File: src/rtl/breath_pkg.sv
// Shared definitions for the multi-channel breathing LED driver:
// per-channel mode encoding and the reset-duty phase offset helper.
package breath_pkg;

    typedef logic [1:0] mode_t;

    localparam mode_t MODE_OFF    = 2'b00;
    localparam mode_t MODE_ON     = 2'b01;
    localparam mode_t MODE_BREATH = 2'b10;
    localparam mode_t MODE_BLINK  = 2'b11;

    // Spreads the channels evenly across the duty range so their ramps stay phase-shifted.
    function automatic int resetDuty(input int idx, input int pwmMax, input int numCh);
        return (idx * pwmMax) / numCh;
    endfunction

endpackage

File: src/rtl/breath_led_array_ch.sv
// One LED channel: triangular duty ramp, direction flag, peak pulse and the
// registered LED drive derived from the shared PWM counter.
module breath_ch
    import breath_pkg::*;
#(
    parameter int CW         = 12,
    parameter int PWM_MAX    = 2400,
    parameter int RESET_DUTY = 0,
    parameter bit ACTIVE_LOW = 1'b1
) (
    input  logic          clk,
    input  logic          rst,
    input  logic          frame_tick_i,
    input  logic [CW-1:0] pwm_cnt_i,
    input  mode_t         mode_i,
    input  logic          hold_i,
    output logic          led_o,
    output logic          peak_o
);

    localparam logic [CW-1:0] DUTY_MAX  = CW'(PWM_MAX - 1);
    localparam logic [CW-1:0] DUTY_INIT = CW'(RESET_DUTY);

    logic [CW-1:0] duty_q, duty_d;
    logic          dir_q, dir_d;
    logic          peak_q, peak_d;
    logic          led_q, led_d;
    logic          lit;

    // Saturating ramp: each end is held for one extra frame while the direction turns around.
    always_comb begin
        duty_d = duty_q;
        dir_d  = dir_q;
        peak_d = 1'b0;
        if (frame_tick_i && !hold_i) begin
            if (!dir_q) begin
                if (duty_q >= DUTY_MAX) begin
                    dir_d  = 1'b1;
                    peak_d = 1'b1;
                end else begin
                    duty_d = duty_q + 1'b1;
                end
            end else begin
                if (duty_q == '0) begin
                    dir_d = 1'b0;
                end else begin
                    duty_d = duty_q - 1'b1;
                end
            end
        end
    end

    always_comb begin
        lit = 1'b0;
        unique case (mode_i)
            MODE_OFF:    lit = 1'b0;
            MODE_ON:     lit = 1'b1;
            MODE_BREATH: lit = (pwm_cnt_i < duty_q);
            MODE_BLINK:  lit = !dir_q;
            default:     lit = 1'b0;
        endcase
        led_d = lit ^ ACTIVE_LOW;
    end

    always_ff @(posedge clk or posedge rst) begin
        if (rst) begin
            duty_q <= DUTY_INIT;
            dir_q  <= 1'b0;
            peak_q <= 1'b0;
            led_q  <= ACTIVE_LOW;
        end else begin
            duty_q <= duty_d;
            dir_q  <= dir_d;
            peak_q <= peak_d;
            led_q  <= led_d;
        end
    end

    assign led_o  = led_q;
    assign peak_o = peak_q;

endmodule

File: src/rtl/breath_led_array.sv
// Multi-channel breathing LED driver: one shared PWM frame counter feeding
// CH phase-offset breath_ch channels.
module breath_led_array
    import breath_pkg::*;
#(
    parameter int CH         = 4,
    parameter int PWM_MAX    = 2400,
    parameter int CW         = 12,
    parameter int ACTIVE_LOW = 1
) (
    input  logic            clk,
    input  logic            rst,
    input  logic [2*CH-1:0] mode,
    input  logic            hold,
    output logic [CH-1:0]   led,
    output logic [CH-1:0]   peak,
    output logic            frame_tick
);

    if (CW < $clog2(PWM_MAX) || PWM_MAX < 2 || CH < 1 || CH > PWM_MAX) begin : genBadParam
        $error("breath_led_array: illegal parameters CH=%0d PWM_MAX=%0d CW=%0d", CH, PWM_MAX, CW);
    end

    localparam logic [CW-1:0] PWM_LAST = CW'(PWM_MAX - 1);

    logic [CW-1:0] pwmCnt_q, pwmCnt_d;

    // A held wrap cycle produces no tick, so duty updates are suppressed along with the counter.
    assign frame_tick = (pwmCnt_q == PWM_LAST) && !hold;

    always_comb begin
        pwmCnt_d = pwmCnt_q;
        if (!hold) begin
            pwmCnt_d = (pwmCnt_q == PWM_LAST) ? '0 : pwmCnt_q + 1'b1;
        end
    end

    always_ff @(posedge clk or posedge rst) begin
        if (rst) begin
            pwmCnt_q <= '0;
        end else begin
            pwmCnt_q <= pwmCnt_d;
        end
    end

    for (genvar i = 0; i < CH; i++) begin : genCh
        breath_ch #(
            .CW         (CW),
            .PWM_MAX    (PWM_MAX),
            .RESET_DUTY (resetDuty(i, PWM_MAX, CH)),
            .ACTIVE_LOW (ACTIVE_LOW != 0)
        ) uCh (
            .clk          (clk),
            .rst          (rst),
            .frame_tick_i (frame_tick),
            .pwm_cnt_i    (pwmCnt_q),
            .mode_i       (mode[2*i +: 2]),
            .hold_i       (hold),
            .led_o        (led[i]),
            .peak_o       (peak[i])
        );
    end

endmodule

File: config.mk
export PLATFORM = sky130hd
export DESIGN_NAME = breath_led_array
export DESIGN_NICKNAME = d
export VERILOG_FILES = /design/src/rtl/breath_pkg.sv /design/src/rtl/breath_led_array_ch.sv /design/src/rtl/breath_led_array.sv
export SDC_FILE = /design/constraint.sdc
export NUM_CORES = 1
export LEC_CHECK = 0
export BUFFER_PORTS_ARGS = -buffer_cell sky130_fd_sc_hd__buf_2
export CAP_MARGIN = 30
export CORE_MARGIN = 3
export CORE_UTILIZATION = 45
export DETAILED_ROUTE_END_ITERATION = 12
export HOLD_SLACK_MARGIN = 0.06
export PLACE_DENSITY = 0.62
export SYNTH_ARGS = -nofsm -noshare
export SYNTH_HDL_FRONTEND = slang
export SYNTH_HIERARCHICAL = 1
export SYNTH_SLANG_ARGS = --single-unit
File: constraint.sdc
create_clock -name clk -period 3 [get_ports clk]
set_input_delay 0.6 -clock clk [delete_from_list [all_inputs] [get_ports clk]]
set_output_delay 0.6 -clock clk [all_outputs]
set_load 0.05 [all_outputs]
==> results of run 1 <==
==> state kept, by name (all words and copies together) (netlist names) <==
| register | cells |
|---|---|
| pwmCnt_q | 12 |
| genCh.uCh/duty_q | 48 |
| genCh.uCh/dir_q | 4 |
| genCh.uCh/led_o | 4 |
| genCh.uCh/peak_o | 4 |
==> cell families (layout without fill, tap and decap cells) <==
family          after synthesis  count (layout)  share of synthesized area [%]
fa+ha+maj                    89              89                          18.23
compound gates              198             198                          21.38
simple gates                210             210                          17.73
xor+xnor                     38              38                          5.784
buf+inv                      93             124                          6.721
mux                           5               5                          1.117
flops                        72              72                          29.04
==> area by class of cell <==
class,instances,area [sq um]
clock buffers,13,250.2
clock inverters,3,65.06
fillers,1269,6603
inverters,80,300.3
multi-input cells,540,4030
flip-flops and latches,72,1822
well taps,176,220.2
repair buffers,28,162.7
==> layout by cell type (no fill, tap or decap), drive strengths merged, types with 6 or more instances in the layout <==
cell type  count
dfstp         16
o31ai         12
xnor2         20
nand2         78
a31oi         19
ha            85
nor2          31
nor2b          9
clkbuf        13
a211oi        15
buf           28
o211ai         8
nor3          13
and3          10
nand3         16
and4           6
xor2          18
o21ai         61
nand4         10
nand2b        14
dfrtp         56
inv           80
a21oi         41
a21o          12
==> power breakdown <==
part,switching (mW),internal [mW]
registers,0.145,1.05
logic,0.348,0.286
clock network,0.411,0.751
total,0.904,2.09
==> through the flow <==
step           cell area (sq um)  util, %  hold slack, ps  power, mW
2_1_floorplan               6274        -           464.7      1.651
3_3_place_gp                6535    48.58           489.7      1.805
3_5_place_dp                6535    48.58           490.2      1.847
4_1_cts                     6850    50.92           338.5      3.029
5_1_grt                     6850    50.92           373.7      3.163
6_report                    6850    50.92           331.2      2.990
==> layer usage <==
| layer | vias to the layer above | wire (um) | global-route usage (%) |
|---|---|---|---|
| met1 | 2509 | 6678 | 24.79 |
| met4 | 0 | 260 | 6.502 |
| met2 | 62 | 7043 | 34.83 |
| met5 | - | 0 | 0 |
| li1 | 2586 | - | - |
| met3 | 14 | 376 | 3.451 |
==> worst max-delay path by stage <==
stage	from	to	slack [ps]	cells after the start
after global placement	hold	genCh[0].uCh/duty_q[10]	280	9
final	pwmCnt_q[1]	frame_tick	150	5
after global routing	pwmCnt_q[1]	genCh[1].uCh/duty_q[10]	30	9
after CTS	pwmCnt_q[1]	frame_tick	150	5
after floorplan	hold	genCh[1].uCh/duty_q[11]	760	9
after detailed placement	hold	genCh[0].uCh/duty_q[10]	170	9
==> results.toml, run 1 <==
[synth]
synth_ff_type = "dfrtp_1"
synth_fp_nets = 805
ys_top_cells_by_area = "dfrtp_1, ha_1, dfstp_2, o21ai_0, inv_1"
seq_area_frac_synth_pct = 29.04
synthArstFlopShare_pct = 100.0
synth_most_common_cell = "ha_1"
yosys_warnings = 6
postSynthAreaPerCell_sq_um = 8.899
yosysTopAreaCell = "dfrtp_1"
synth_top_area_share_pct = 22.34
ys_seq_elements = 72
synth_commonest_cells = "ha_1, inv_1, nand2_1"
ys_types = 54
synth-edff-count = 0
synthesis.instances = 705
synth.cell_area_sq_um = 6274

[die]
io_pins = 20
rows = 42
die_h_um = 124.1
die-area_sq_um = 15390
core-area_sq_um = 13450
die_w_um = 124.1
start_util_pct = 46.63

[final_layout]
diodes = 0
fin_cells = 912
area_delta_synth_final_pct = 9.194
drive_gt1_share_pct = 14.40
fin_nets = 831

[detailed_routing]
drt_first_iter_violations = 232
route.detailed.drc = 0
first_pass_iters = 4
wl_um = 14360
avgRoutedWirePerCell_um = 15.74
vias = 5171
ant_nets = 0
vias_per_cell = 5.670

[timing]
relSlewSlack_pct = 58.37
max_freq_ghz = 0.3513
fin_tns_setup_ps = 0
tightest_slew_ps = 623.8
fin_skew_ps = 7.458
rsz0062_at_grt = "no"
min_period_over_period_pct = 94.90
fin_ws_ps = 153.1
fin_crit_ps = 2847
drv_slew = 0
timing_hold_violations_final = 0
setup_viol = 0

[critical_path]
r2r_start = "pwmCnt_q[1]"
cp.required_ps = 2400
arrival_ps = 2250
path_max_fanout = 11
max_stage_delay_ps = 520
cp_top_family = "simple AND/OR/NAND/NOR gates"
worstSetupPathType = "reg2out"
setup.worst_path.end_class = "primary output"
reg2reg_slack_ps = 250
crit_buf_inv = 1
path_cells = "ha_1 -> nand2b_4 -> nor2_2 -> and3_1 -> buf_2"
start_kind = "flop"
worst_r2r_endpoint = "genCh[0].uCh/duty_q[10]"
worstRegToRegCells = 9
cp_slowest_cell = "and3_1"

[status]
status = "finished, final reports clean"

[clock_network]
cts_resized = 0
worstSkewPairLatency_ps = 330
root_buffer = "clkbuf_16"
h-tree-depth = 3
clock-sinks = 72
hold_buffers = 0
cts_buffers = 9
clk_pin_slew_ps = 60
tritoncts = "built"
cts_setup_buffers = 0
clk_path_buf_depth = 2

[worst_hold_path]
hold_class = "in2async"

[power]
p_leak_nw = 3.108
vdd_drop_max_mv = 0.3119
power.density_nw_per_um2 = 436.5

[flow_run]
drv_cap = 0

[place]
place.gp.congestion = 0.8027
portBuffers = 19
hpwl_um = 10780
dp_slack_ps = 174.7
place_inst = 896

[grt]
grt_use_total_pct = 19.88
grt_pass1_wl_um = 24400
grt-ovfl-total = 0
grt_pass1_vias = 5119
antenna_found_initial = 0
grt_start_max_net_pins = 21
Power figures use the tool's default switching activity.
==> run 2, diff against run 1 <==
ABC_AREA = 1   (was default)
CORE_MARGIN = default   (was 3)
==> run 2 against run 1 <==
Non-clock buffer count shrank 6. Critical endpoint unchanged. Highest routed layer unchanged. Sequential power about the same. Final cell count increased by 54%. Synthesized area grew 16%. Global-route usage is 2.6 points higher. Power down 1.3%. Largest power group unchanged. Final area is 15% higher. Combinational power grew 18%.
==> results.toml, run 2 <==
[status]
status = "finished, final reports clean"

[detailed_routing]
first_pass_iters = 5
avgRoutedWirePerCell_um = 12.39
vias = 6666
vias_per_cell = 4.758
route.detailed.drc = 0
drt_first_iter_violations = 446
ant_nets = 0
wl_um = 17360

[final_layout]
largest_reg_flops = 48
area_delta_synth_final_pct = 8.455
regMostFlops = "genCh.uCh/duty_q"
final_common_cell = "nand2_1"
final_util_pct = 49.79
drive_gt1_share_pct = 6.160
top_regs = "genCh.uCh/duty_q x48, pwmCnt_q x12"
stdcell_area_sq_um = 7880
fin_nets = 1280
diodes = 0
layout_common_cells = "nand2_1, inv_1, nor2_1"

[timing]
drv_slew = 0
setup_viol = 0
relSlewSlack_pct = 57.20
max_freq_ghz = 0.3848
tightest_slew_ps = 641.2
fin_crit_ps = 2599
fin_tns_setup_ps = 0
fin_skew_ps = 7.957
rsz0062_at_grt = "no"
fin_ws_ps = 401.2
timing_hold_violations_final = 0
min_period_over_period_pct = 86.63

[grt]
antenna_found_initial = 0
grt_pass1_vias = 5918
grt_pass1_wl_um = 29160
grt_use_total_pct = 22.47
grt-ovfl-total = 0
grt_start_max_net_pins = 18

[die]
io_pins = 20
die_h_um = 129.1
die_w_um = 129.1
die-area_sq_um = 16660
core-area_sq_um = 15830
start_util_pct = 45.91
rows = 46

[synth]
postSynthAreaPerCell_sq_um = 6.313
yosysTopAreaCell = "nand2_1"
ys_types = 26
synthArstFlopShare_pct = 100.0
yosys_warnings = 6
synth_top_area_share_pct = 22.21
synth_ff_type = "dfrtp_1"
ys_seq_elements = 72
synth.cell_area_sq_um = 7266
synth_fp_nets = 1251
ys_top_cells_by_area = "nand2_1, dfrtp_1, ha_1, inv_1, dfstp_2"
seq_area_frac_synth_pct = 25.07
synth_commonest_cells = "nand2_1, inv_1, nor2_1"
synth_most_common_cell = "nand2_1"
synth-edff-count = 0
synthesis.instances = 1151

[critical_path]
arrival_ps = 2000
setup.worst_path.end_class = "primary output"
path_max_fanout = 8
worstSetupPathType = "reg2out"
cp.required_ps = 2400
start_kind = "flop"

[place]
dpl-instance-area_sq_um = 7609
place.gp.congestion = 0.8969
portBuffers = 19
dp_slack_ps = 474.4
hpwl_um = 13600

[clock_network]
clk_pin_slew_ps = 60
root_buffer = "clkbuf_16"
cts_buffers = 9
cts_resized = 0
tritoncts = "built"
cts_setup_buffers = 0
hold_buffers = 0
h-tree-depth = 3
worstSkewPairLatency_ps = 350
clock-sinks = 72
clk_path_buf_depth = 2

[power]
power.density_nw_per_um2 = 374.5
power_mw = 2.951
p_leak_nw = 4.340
vdd_drop_max_mv = 0.3188

[flow_run]
drv_cap = 0

[worst_hold_path]
hold_class = "in2async"
==> run 2: cell types whose count changed in the layout (fill, tap and decap cells not counted), sizes merged, moves of 18 or more <==
| cell | previous run | this run |
|---|---|---|
| nor2 | 31 | 110 |
| inv | 80 | 201 |
| nand3 | 16 | 84 |
| a31oi | 19 | 0 |
| o21ai | 61 | 43 |
| nand2 | 78 | 442 |
==> run 2: power breakdown <==
group          switching (mW)  total [mW]  leakage (nW)  internal, mW
combinational           0.440       0.752          3.29         0.313
clock                   0.403        1.01         0.131         0.607
sequential              0.155        1.19         0.917          1.03
total                   0.998        2.95          4.34          1.95
==> run 2: cell families (layout without fill, tap and decap cells) <==
family	Yosys count	in the layout	synth area share, %
fa+ha+maj	89	89	15.74
compound gates	90	90	6.337
xor+xnor	26	26	3.134
simple gates	669	669	38.71
flops	72	72	25.07
buf+inv	205	239	11.00
==> run 2: metal layers <==
metal  share of wire (%)  global-route usage [%]
met5                   0                       0
met4                 1.4                   6.090
met3                 2.4                   3.922
met2                  45                   36.47
met1                  51                   30.80
==> run 2: worst paths after layout <==
kind	from	to	slack [ps]	cells past startpoint
setup / recovery	pwmCnt_q[0]	frame_tick	400	6
hold / removal	rst	pwmCnt_q[0]	330	2
setup reg to reg	pwmCnt_q[0]	genCh[2].uCh/duty_q[5]	570	11
hold reg to reg	genCh[2].uCh/duty_q[7]	genCh[2].uCh/duty_q[7]	500	2
max in group asynchronous	rst	genCh[3].uCh/peak_o	2180	2
min in group clk	genCh[2].uCh/duty_q[7]	genCh[2].uCh/duty_q[7]	500	2
==> run 2: per-stage QoR <==
stage / std cells / hold WS (ps)
finish: 1401 / 326.4
global route: 1401 / 357.3
CTS: 1401 / 330.2
detailed placement: 1385 / 487.4
global placement: 1385 / 480.5
floorplan: 1151 / 455.9
==> run 2: final cells by class <==
cell class | instances | area, sq um
repair buffers | 22 | 117.6
flip-flops and latches | 72 | 1822
clock buffers | 16 | 271.5
inverters | 201 | 754.5
fillers | 1621 | 7948
well taps | 216 | 270.3
multi-input cells | 874 | 4644
==> run 2: worst max-delay path, stage by stage, from the launching register on <==
cell	delay, ps
dfrtp_1	500
ha_1	240
nand2_1	80
nor2_1	140
nand3_2	170
inv_1	200
buf_2	310
==> run 3, diff against run 2 <==
BUFFER_PORTS_ARGS = -buffer_cell sky130_fd_sc_hd__buf_4   (was -buffer_cell sky130_fd_sc_hd__buf_2)
clock period = 2.9 ns   (was 3 ns; I/O delays follow)
==> run 3 against run 2 <==
Power grew 11%. Die area is the same. Worst setup slack lost 33 ps. Final cell count is the same. Highest routed layer unchanged.
==> results.toml, run 3 (synthesis gave the netlist of run 2 again) <==
[final_layout]
final_common_cell = "nand2_1"
drive_gt1_share_pct = 6.582
regMostFlops = "genCh.uCh/duty_q"
largest_reg_flops = 48
area_delta_synth_final_pct = 9.988
seqCellArea_sq_um = 1822
fin_nets = 1280
diodes = 0
top_regs = "genCh.uCh/duty_q x48, pwmCnt_q x12"
fillers = 1651
layout_common_cells = "nand2_1, inv_1, nor2_1"
multi_input_area_sq_um = 4644

[clock_network]
h-tree-depth = 3
clk_pin_slew_ps = 60
worstSkewPairLatency_ps = 340
tritoncts = "built"
clk_path_buf_depth = 2
hold_buffers = 0
root_buffer = "clkbuf_16"
cts_resized = 0
clock-sinks = 72
cts_buffers = 9
cts_setup_buffers = 0

[die]
die_h_um = 129.1
start_util_pct = 45.91
rows = 46
io_pins = 20
die-area_sq_um = 16660
core-area_sq_um = 15830
die_w_um = 129.1

[timing]
setup_viol = 0
relSlewSlack_pct = 60.21
fin_crit_ps = 2532
min_period_over_period_pct = 87.31
fin_tns_setup_ps = 0
max_freq_ghz = 0.3950
rsz0062_at_grt = "no"
tightest_slew_ps = 596.1
drv_slew = 0
timing_hold_violations_final = 0
fin_skew_ps = 5.341

[critical_path]
cp.required_ps = 2320
path_max_fanout = 8
start_kind = "flop"
setup.worst_path.end_class = "primary output"
worstSetupPathType = "reg2out"
arrival_ps = 1950

[detailed_routing]
avgRoutedWirePerCell_um = 12.32
first_pass_iters = 5
drt_first_iter_violations = 364
ant_nets = 0
vias = 6830
wl_um = 17260
vias_per_cell = 4.875
route.detailed.drc = 0

[place]
hpwl_um = 13660
portBuffers = 19
place.gp.congestion = 0.8647

[worst_hold_path]
hold_class = "in2async"

[grt]
grt_use_total_pct = 22.54
grt_pass1_wl_um = 29650
grt_start_max_net_pins = 18
antenna_found_initial = 0
grt-ovfl-total = 0
grt_pass1_vias = 6297

[power]
power.density_nw_per_um2 = 411.1
vdd_drop_max_mv = 0.2878
p_leak_nw = 4.390
power_mw = 3.285

[status]
status = "finished, final reports clean"

[flow_run]
drv_cap = 0
run 3: changes by cell type in the layout (fill, tap and decap cells not counted):
cell | before | now
buf_2 | 19 | 0
buf_4 | 3 | 22
clkbuf_1 | 5 | 0
clkinv_2 | 0 | 4
bufinv_16 | 0 | 3
clkbuf_8 | 2 | 0
run 3: power by group:
group / total [mW] / switching (mW) / internal (mW)
Sequential: 1.23 / 0.160 / 1.07
Clock: 1.27 / 0.439 / 0.834
Combinational: 0.784 / 0.454 / 0.330
run 3: per-layer routing:
metal / share of wire, % / global-route usage (%) / up-vias
li1: - / - / 3665
met3: 2.5 / 2.601 / 26
met1: 49 / 30.03 / 3047
met4: 2.1 / 8.028 / 0
met2: 46 / 37.77 / 92
met5: 0 / 0 / -
run 3: final timing paths:
| check | depth (start not counted) | to | slack, ps | startpoint |
|---|---|---|---|---|
| setup / recovery | 6 | frame_tick | 370 | pwmCnt_q[1] |
| hold / removal | 2 | pwmCnt_q[2] | 300 | rst |
| setup reg to reg | 11 | genCh[3].uCh/duty_q[5] | 500 | pwmCnt_q[1] |
| hold reg to reg | 2 | genCh[3].uCh/duty_q[8] | 500 | genCh[3].uCh/duty_q[8] |
| max in group asynchronous | 2 | genCh[1].uCh/peak_o | 2160 | rst |
| min in group clk | 4 | genCh[0].uCh/led_o | 470 | mode[0] |
run 3: cell type report:
| type | instances | share of cell area, % |
|---|---|---|
| clock buffers | 9 | 2.818 |
| clock inverters | 7 | 1.378 |
| inverters | 201 | 9.441 |
| multi-input cells | 874 | 58.12 |
| flip-flops and latches | 72 | 22.80 |
| well taps | 216 | 3.382 |
| repair buffers | 22 | 2.067 |
run 3: metrics by stage:
| step | worst slack, ps | cell area [sq um] | utilization, % | hold slack [ps] | cells |
|---|---|---|---|---|---|
| 2_1_floorplan | 679.2 | 7266 | - | 444.7 | 1151 |
| 3_3_place_gp | 489.1 | 7656 | 48.37 | 481.8 | 1385 |
| 3_5_place_dp | 427.4 | 7656 | 48.37 | 486.1 | 1385 |
| 4_1_cts | 347.6 | 7991 | 50.49 | 312.3 | 1401 |
| 5_1_grt | 168.1 | 7991 | 50.49 | 340.8 | 1401 |
| 6_report | 368.1 | 7991 | 50.49 | 304.2 | 1401 |
run 3: critical path, cell delays in order (launching register included):
cell	delay (ps)
dfrtp_1	510
ha_1	260
nand2_1	80
nor2_1	140
nand3_2	170
inv_1	210
buf_4	240
